===== config.mk =====
export PLATFORM = sky130hd
export DESIGN_NAME = i2c_txn_sequencer
export DESIGN_NICKNAME = d
export VERILOG_FILES = /design/src/rtl/i2c_txn_sequencer.sv
export SDC_FILE = /design/constraint.sdc
export NUM_CORES = 1
export LEC_CHECK = 0
export ABC_AREA = 1
export CAP_MARGIN = 0
export CELL_PAD_IN_SITES_DETAIL_PLACEMENT = 0
export CELL_PAD_IN_SITES_GLOBAL_PLACEMENT = 1
export CORE_MARGIN = 1
export CORE_UTILIZATION = 30
export DETAILED_ROUTE_END_ITERATION = 10
export HOLD_SLACK_MARGIN = 0.1
export PLACE_DENSITY_LB_ADDON = 0.1
export SETUP_SLACK_MARGIN = 0.05
export SYNTH_ARGS = -nofsm -noshare
export SYNTH_HDL_FRONTEND = slang
export SYNTH_SLANG_ARGS = --single-unit

===== constraint.sdc =====
create_clock -name clk -period 5.6 [get_ports clk]
set_input_delay 1.12 -clock clk [delete_from_list [all_inputs] [get_ports clk]]
set_output_delay 1.12 -clock clk [all_outputs]
set_load 0.005 [all_outputs]

===== src/rtl/i2c_txn_sequencer.sv =====
// rtl/i2c_txn_sequencer.sv - whole-transaction sequencer feeding an I2C master
//
// Ports:
//   clk, rst_n                 clock, asynchronous active-low reset
//   cmd_valid_i / cmd_ready_o  command handshake; cmd_addr_i, cmd_rnw_i, cmd_len_i
//   wr_valid_i / wr_ready_o    write-byte push into the FIFO; wr_data_i
//   rd_valid_o, rd_data_o      received byte pulse and data
//   done_o, err_o              completion / failure pulses
//   mst_start_o, mst_stop_o, mst_rnw_o, mst_addr_o, mst_wdata_o   master controls
//   mst_rdata_i, mst_busy_i, mst_error_i, mst_byte_done_i         master status
module i2c_txn_sequencer #(
    parameter int DEPTH  = 4,
    parameter int LEN_W  = 3,
    parameter int TO_CYC = 255
) (
    input  logic             clk,
    input  logic             rst_n,
    input  logic             cmd_valid_i,
    output logic             cmd_ready_o,
    input  logic [6:0]       cmd_addr_i,
    input  logic             cmd_rnw_i,
    input  logic [LEN_W-1:0] cmd_len_i,
    input  logic             wr_valid_i,
    output logic             wr_ready_o,
    input  logic [7:0]       wr_data_i,
    output logic             rd_valid_o,
    output logic [7:0]       rd_data_o,
    output logic             done_o,
    output logic             err_o,
    output logic             mst_start_o,
    output logic             mst_stop_o,
    output logic             mst_rnw_o,
    output logic [6:0]       mst_addr_o,
    output logic [7:0]       mst_wdata_o,
    input  logic [7:0]       mst_rdata_i,
    input  logic             mst_busy_i,
    input  logic             mst_error_i,
    input  logic             mst_byte_done_i
);
    localparam int PTR_W = $clog2(DEPTH);
    localparam int TO_W  = $clog2(TO_CYC + 1);
    localparam logic [LEN_W-1:0] DEPTH_L = LEN_W'(DEPTH);
    localparam logic [TO_W-1:0]  TO_L    = TO_W'(TO_CYC);

    typedef enum logic [2:0] {IDLE, START, DATA, STOP, FLUSH} state_t;

    state_t             state, state_n;
    logic [7:0]         mem [DEPTH];
    logic [PTR_W-1:0]   rd_ptr, wr_ptr;
    logic [LEN_W-1:0]   count;
    logic [LEN_W-1:0]   remaining, remaining_n;
    logic [6:0]         addr_q;
    logic               rnw_q;
    logic [TO_W-1:0]    to_cnt;
    logic               busy_seen;
    logic               idle_q;
    logic               start_q, stop_q, done_q, err_q, rd_valid_q;
    logic [7:0]         rd_data_q;

    logic len_legal, accept, full, push_en, pop, flush;
    logic done_n, err_n, rd_valid_n, timeout;

    // Illegal lengths bypass FIFO gating so they are accepted and rejected
    // instead of stalling forever.
    assign len_legal   = (cmd_len_i != '0) && (cmd_len_i <= DEPTH_L);
    assign cmd_ready_o = idle_q && (!len_legal || cmd_rnw_i || (count >= cmd_len_i));
    assign accept      = cmd_valid_i && cmd_ready_o;
    assign full        = (count == DEPTH_L);
    assign wr_ready_o  = !full;
    // A pop in the same cycle frees the slot, so a push while full is still taken.
    assign push_en     = wr_valid_i && (!full || pop);
    assign timeout     = !busy_seen && !mst_busy_i && (to_cnt == TO_L);

    assign rd_valid_o  = rd_valid_q;
    assign rd_data_o   = rd_data_q;
    assign done_o      = done_q;
    assign err_o       = err_q;
    assign mst_start_o = start_q;
    assign mst_stop_o  = stop_q;
    assign mst_rnw_o   = rnw_q;
    assign mst_addr_o  = addr_q;
    assign mst_wdata_o = mem[rd_ptr];

    always_comb begin
        state_n     = state;
        remaining_n = remaining;
        pop         = 1'b0;
        flush       = 1'b0;
        done_n      = 1'b0;
        err_n       = 1'b0;
        rd_valid_n  = 1'b0;
        case (state)
            IDLE: begin
                if (accept) begin
                    if (!len_legal) begin
                        err_n = 1'b1;
                    end else begin
                        state_n     = START;
                        remaining_n = cmd_len_i;
                    end
                end
            end
            START: begin
                if (mst_error_i || timeout) begin
                    state_n = FLUSH;
                    flush   = !rnw_q;
                end else if (mst_byte_done_i) begin
                    state_n = DATA;
                end
            end
            DATA: begin
                if (mst_error_i) begin
                    state_n = FLUSH;
                    flush   = !rnw_q;
                end else if (mst_byte_done_i) begin
                    remaining_n = remaining - LEN_W'(1);
                    pop         = !rnw_q;
                    rd_valid_n  = rnw_q;
                    if (remaining == LEN_W'(1)) begin
                        state_n = STOP;
                    end
                end
            end
            STOP: begin
                if (!mst_busy_i) begin
                    state_n = IDLE;
                    done_n  = 1'b1;
                end
            end
            FLUSH: begin
                if (!mst_busy_i) begin
                    state_n = IDLE;
                    err_n   = 1'b1;
                end
            end
            default: state_n = IDLE;
        endcase
    end

    always_ff @(posedge clk or negedge rst_n) begin
        if (!rst_n) begin
            state      <= IDLE;
            remaining  <= '0;
            idle_q     <= 1'b0;
            start_q    <= 1'b0;
            stop_q     <= 1'b0;
            done_q     <= 1'b0;
            err_q      <= 1'b0;
            rd_valid_q <= 1'b0;
            rd_data_q  <= '0;
            addr_q     <= '0;
            rnw_q      <= 1'b0;
            to_cnt     <= '0;
            busy_seen  <= 1'b0;
            rd_ptr     <= '0;
            wr_ptr     <= '0;
            count      <= '0;
            for (int i = 0; i < DEPTH; i++) begin
                mem[i] <= '0;
            end
        end else begin
            state      <= state_n;
            remaining  <= remaining_n;
            idle_q     <= (state_n == IDLE);
            start_q    <= (state_n == START);
            // Stop is requested during the final byte and held through STOP/FLUSH.
            stop_q     <= (state_n == STOP) || (state_n == FLUSH) ||
                          ((state_n == DATA) && (remaining_n == LEN_W'(1)));
            done_q     <= done_n;
            err_q      <= err_n;
            rd_valid_q <= rd_valid_n;
            if (rd_valid_n) begin
                rd_data_q <= mst_rdata_i;
            end

            if (accept && len_legal) begin
                addr_q    <= cmd_addr_i;
                rnw_q     <= cmd_rnw_i;
                to_cnt    <= '0;
                busy_seen <= 1'b0;
            end else if (state == START) begin
                if (mst_busy_i) begin
                    busy_seen <= 1'b1;
                end
                if (!busy_seen && (to_cnt != TO_L)) begin
                    to_cnt <= to_cnt + TO_W'(1);
                end
            end

            if (push_en) begin
                mem[wr_ptr] <= wr_data_i;
            end
            wr_ptr <= wr_ptr + PTR_W'(push_en);
            // Flush drops the untransmitted tail of the aborted write in one step.
            rd_ptr <= rd_ptr + PTR_W'(pop) + (flush ? remaining[PTR_W-1:0] : '0);
            count  <= count + LEN_W'(push_en) - LEN_W'(pop) - (flush ? remaining : '0);
        end
    end
endmodule


Word-level counts from Yosys, hierarchy flattened. Index checks and enable logic that the tools add are counted.

Add/subtract/negate cells: 8. $lt $le $gt $ge: 5. Eq/ne operators: 13. Multiplexer cells: 42. Bitwise gates (word level): 2. Reduce and logical (&&, ||, !) cells: 30.

Operator list (number): $mux 8 (6); $mux 3 (13); $bwmux 32 (1); $bmux 8 s2 (1); $demux 8 s2 (1); $mux 1 (15); $eq 3x1->1 const B (4); $eq 3x2->1 const B (4); $pmux 3 s4 (1); $logic_and 1x1->1 (10); $eq 3x3->1 const B (3); $add 8x1->8 const B (1); $eq 8x8->1 const B (1); $ne 8x8->1 const B (1); $ge 3x3->1 const B (2); $logic_not 3->1 (2); $logic_or 1x1->1 (6); $not 2->3 (2); $pmux 3 s2 (1); $reduce_bool 2->1 (3); $logic_not 1->1 (5); $add 2x1->2 (2); $pmux 1 s2 (2); $reduce_and 2->1 (2); other kinds (11) (11).

Flip-flop bits (word level): 76. Input bits: 34. Logic and storage cells: 120.

Logic depth before layout (Yosys ltp).
Depth after elaboration: 12. Depth in mapped cells: 14. Gate-level depth less buffers: 14.

Worst setup path before layout. OpenSTA, ideal clock, no wires.

Path type: input -> register. Start: input mst_busy_i. End: register count[2]. Library setup time: 0.126 ns. Data arrival time: 3.115 ns. Slack: 2.359 ns. Stages: 12. Path buffers: 0. Path through: inv_1 > nand4_1 > nand2_1 > o2111ai_1 > or2_2 > fa_1 > inv_1 > fa_1 > inv_1 > ha_1 > xnor2_1 > xor2_1.

Longest elaborated chain between the ends: 8.

RTL lines: start, declared (line 36) `input logic mst_busy_i,`; $logic_not 1->1; $logic_and 1x1->1 (2 in a row) (line 72) `assign timeout = !busy_seen && !mst_busy_i && (to_cnt == TO_L);`; $logic_or 1x1->1 (line 104) `if (mst_error_i || timeout) begin`; $mux 1 (line 104); $pmux 1 s2 (line 92) `case (state)`; $mux 3 (line 196) `count <= count + LEN_W'(push_en) - LEN_W'(pop) - (flush ? remaining : '0);`; $sub 3x3->3 (line 196); end signal, assigned (line 196); end, declared (line 50) `logic [LEN_W-1:0] count;`.

Every way passes these cells. A chain may end at the register's enable or synchronous reset.

Worst setup path in the final report.
Start: input cmd_len_i[1]. End: output cmd_ready_o.

Longest elaborated chain between the ends: 6. Elaborated cells on any way between the ends: 8. Classes of those cells: 2 x order compare; 6 x reduce/logical.

RTL lines: start, declared (line 22) `input logic [LEN_W-1:0] cmd_len_i,`; $le 3x3->1 or $reduce_bool 3->1 (tied branches) (line 65) `assign len_legal = (cmd_len_i != '0) && (cmd_len_i <= DEPTH_L);`; $logic_and 1x1->1 (line 65); $logic_not 1->1; $logic_or 1x1->1 (line 66) `assign cmd_ready_o = idle_q && (!len_legal || cmd_rnw_i || (count >= cmd_len_i));`; $logic_or 1x1->1 (*) (line 66); $logic_and 1x1->1 (*) (line 66); end, declared (line 19) `output logic cmd_ready_o,`.

Every way passes the cells marked *; elsewhere a longest branch is shown, timed or not.

==> reports/metrics.yaml <==
io_buffers: 64
die_w_um: 115
cts_max_level: 3
wl_met2_um: 3900
met1_length_um: 4480
num-nets-final: 568
hold-path-cell-count: 2
syn_area_um2: 3850
ys_seq_area_frac: 0.494
grt_usage: 0.147
tightest_slew_ns: 0.815
cp_top_family: "buffers and inverters"
crit_slowest_cell: "clkdlybuf4s50_1"
final_area_um2: 4930
hold_ws_ns: 0.473
seqCellArea_um2: 1900
mostFrequentLayoutCell: "nand2_1"
cp_num_buf_inv: 3
layout_common_cells: "nand2_1 (127), inv_1 (77), dfrtp_1 (76)"
finalSetupViolCount: 0
hp-start: "rd_data_o[1]"
syn-num-nets: 501
drv_slew: 0
synth_edf_count: 0
fmax_mhz: 250
cts.hold.buffers_added: 0
powerDensity_nw_per_um2: 521
grt_max_degree: 53
rr_endpoint: "count[2]"
cts_max_path_buffers: 2
ys_dominant_reg_cell: "dfrtp_1"
core_area_um2: 12600
die_area_um2: 13300
grt_overflow_total: 0
min_period_ns: 4.00
slew_headroom: 0.456
yosys_register_bits: 76
ios: 65
netlist_instances: 455
synth-async-reset-ratio: 1.00
cts_buffers: 9
slowest_delay_ns: 0.52
rsz0062_at_grt: "false"
crit_type: "in2out"
cts_sinks: 76
wl_per_cell_um: 12.7
hold_viol: 0
post-route-drc-count: 0
finalSetupTns_ns: 0
rr_worst_depth: 14
ff2ff_setup_slack_ns: 2.57
clock_latency_ns: 0.33
fin_crit_sh: 0.714
antenna_found_initial: 0
ant_nets: 0
finalWirelength_um: 8880
dpl-instance-area_um2: 4650
initial_core_util: 0.306
worst_setup_path_start_kind: "input pin"
fp-row-count: 41
yosys_warnings: 0
p_leak_nw: 2.37
r2r_start: "to_cnt[0]"
first_pass_iters: 4
hp-class: "reg2reg"
grt_pass1_vias: 2942
worstHoldEndpoint: "rd_data_o[1]"
max-vdd-ir-drop_mv: 0.170
insertedDiodeCount: 0
power_w: 0.00257
status: "finished clean"
clk_pin_slew_ns: 0.05
cts_resized: 0
cts_setup_buffers: 0
synth_area_leaders: "dfrtp_1 (49%), nand2_1 (12%), inv_1 (7.5%), o21ai_0 (5.6%), a21oi_1 (3.9%)"
syn_avg_cell_area_um2: 8.46
arrival_ns: 2.88
yosysTopAreaCell: "dfrtp_1"
routed.top_layer: "met4"
num_vias: 3072
required_ns: 4.48
layout-drive-gt1-share: 0.0835
fillCellCount: 1327
root_buffer: "clkbuf_16"
viasPerCell: 4.39
fp.dieH_um: 115
synth_cell_types: 37
drtIter0Drc: 151
worstPathMaxFanout: 4
grt_pass1_wl_um: 14600
gp_congestion: 0.827
area_delta_synth_final_pct: 28.2
finalClockSkew_ns: 0.00608
maxCapViolCount: 0
met3_length_um: 330
dp_hpwl_um: 6320
endpoint_kind: "output port"
cts_tree: "built"
path_cells: "clkdlybuf4s50_1 > inv_1 > ha_1 > nand2_1 > a21oi_1 > nor2_1 > nand2_1 > and2_1 > clkdlybuf4s50_1"
synth.top_cell.area_share: 0.494
multi_input_area_um2: 1590
tightest hold or removal path, delay by kind of cell (launching register included):
family           cells  cell delay (ns)
DFF                  1             0.34
and+or+nand+nor      2             0.10
how the worst max path moves through the flow:
stage	from	to	slack, ns	cells after the start
2_1_floorplan	mst_busy_i	count[2]	2.36	12
4_1_cts	cmd_len_i[1]	cmd_ready_o	1.59	9
3_3_place_gp	cmd_len_i[1]	cmd_ready_o	1.61	9
5_1_grt	cmd_len_i[1]	cmd_ready_o	1.44	9
6_report	cmd_len_i[1]	cmd_ready_o	1.60	9
3_5_place_dp	cmd_len_i[1]	cmd_ready_o	1.60	9
synthesized netlist by cell type (4+ instances only):
cell      count
nand2_1     127
inv_1        77
dfrtp_1      76
o21ai_0      43
a21oi_1      30
nor2_1       17
nand3_1      12
ha_1          9
o21ai_2       8
nand4_1       5
xor2_1        5
buf_6         4
clkbuf_1      4
nor2_2        4
nor3_4        4
flip-flops by register name, indices dropped and copies added (netlist names):
signal       cells
done_o           1
busy_seen        1
rd_ptr           2
mem             32
mst_rnw_o        1
wr_ptr           2
state            3
rd_valid_o       1
rd_data_o        8
to_cnt           8
err_o            1
mst_addr_o       7
idle_q           1
count            3
mst_start_o      1
remaining        3
mst_stop_o       1
where the power goes:
group | internal, W | total [W] | leakage, nW | switching [W]
Sequential | 0.000792 | 0.000947 | 0.960 | 0.000155
Combinational | 0.000492 | 0.00106 | 1.27 | 0.000570
Clock | 0.000343 | 0.000563 | 0.139 | 0.000220
Total | 0.00163 | 0.00257 | 2.37 | 0.000945
final cells by class:
type                    instances  area share
flip-flops and latches         76       0.385
multi-input cells             291       0.322
repair buffers                 66       0.132
inverters                      78      0.0593
clock buffers                  11      0.0472
well taps                     172      0.0436
clock inverters                 5      0.0106
cell families after synthesis:
logic type | count (synthesis) | synth area share
compound gates | 88 | 0.126
xor+xnor | 7 | 0.0159
fa+ha+maj | 12 | 0.0449
buf+inv | 88 | 0.0939
flops | 76 | 0.494
simple gates | 184 | 0.226
metrics by stage:
stage / worst slack [ns] / utilization / instances
3_5_place_dp: 1.60 / 0.370 / 683
5_1_grt: 1.44 / 0.393 / 699
6_report: 1.60 / 0.393 / 699
2_1_floorplan: 2.36 / - / 455
4_1_cts: 1.59 / 0.393 / 699
3_3_place_gp: 1.61 / 0.370 / 683
metal layers:
layer	up-vias	global-route usage
met4	0	0.0675
li1	1567	-
met2	61	0.226
met3	11	0.0269
met5	-	0
met1	1433	0.200
No activity file was read; power rests on OpenSTA's default activity.
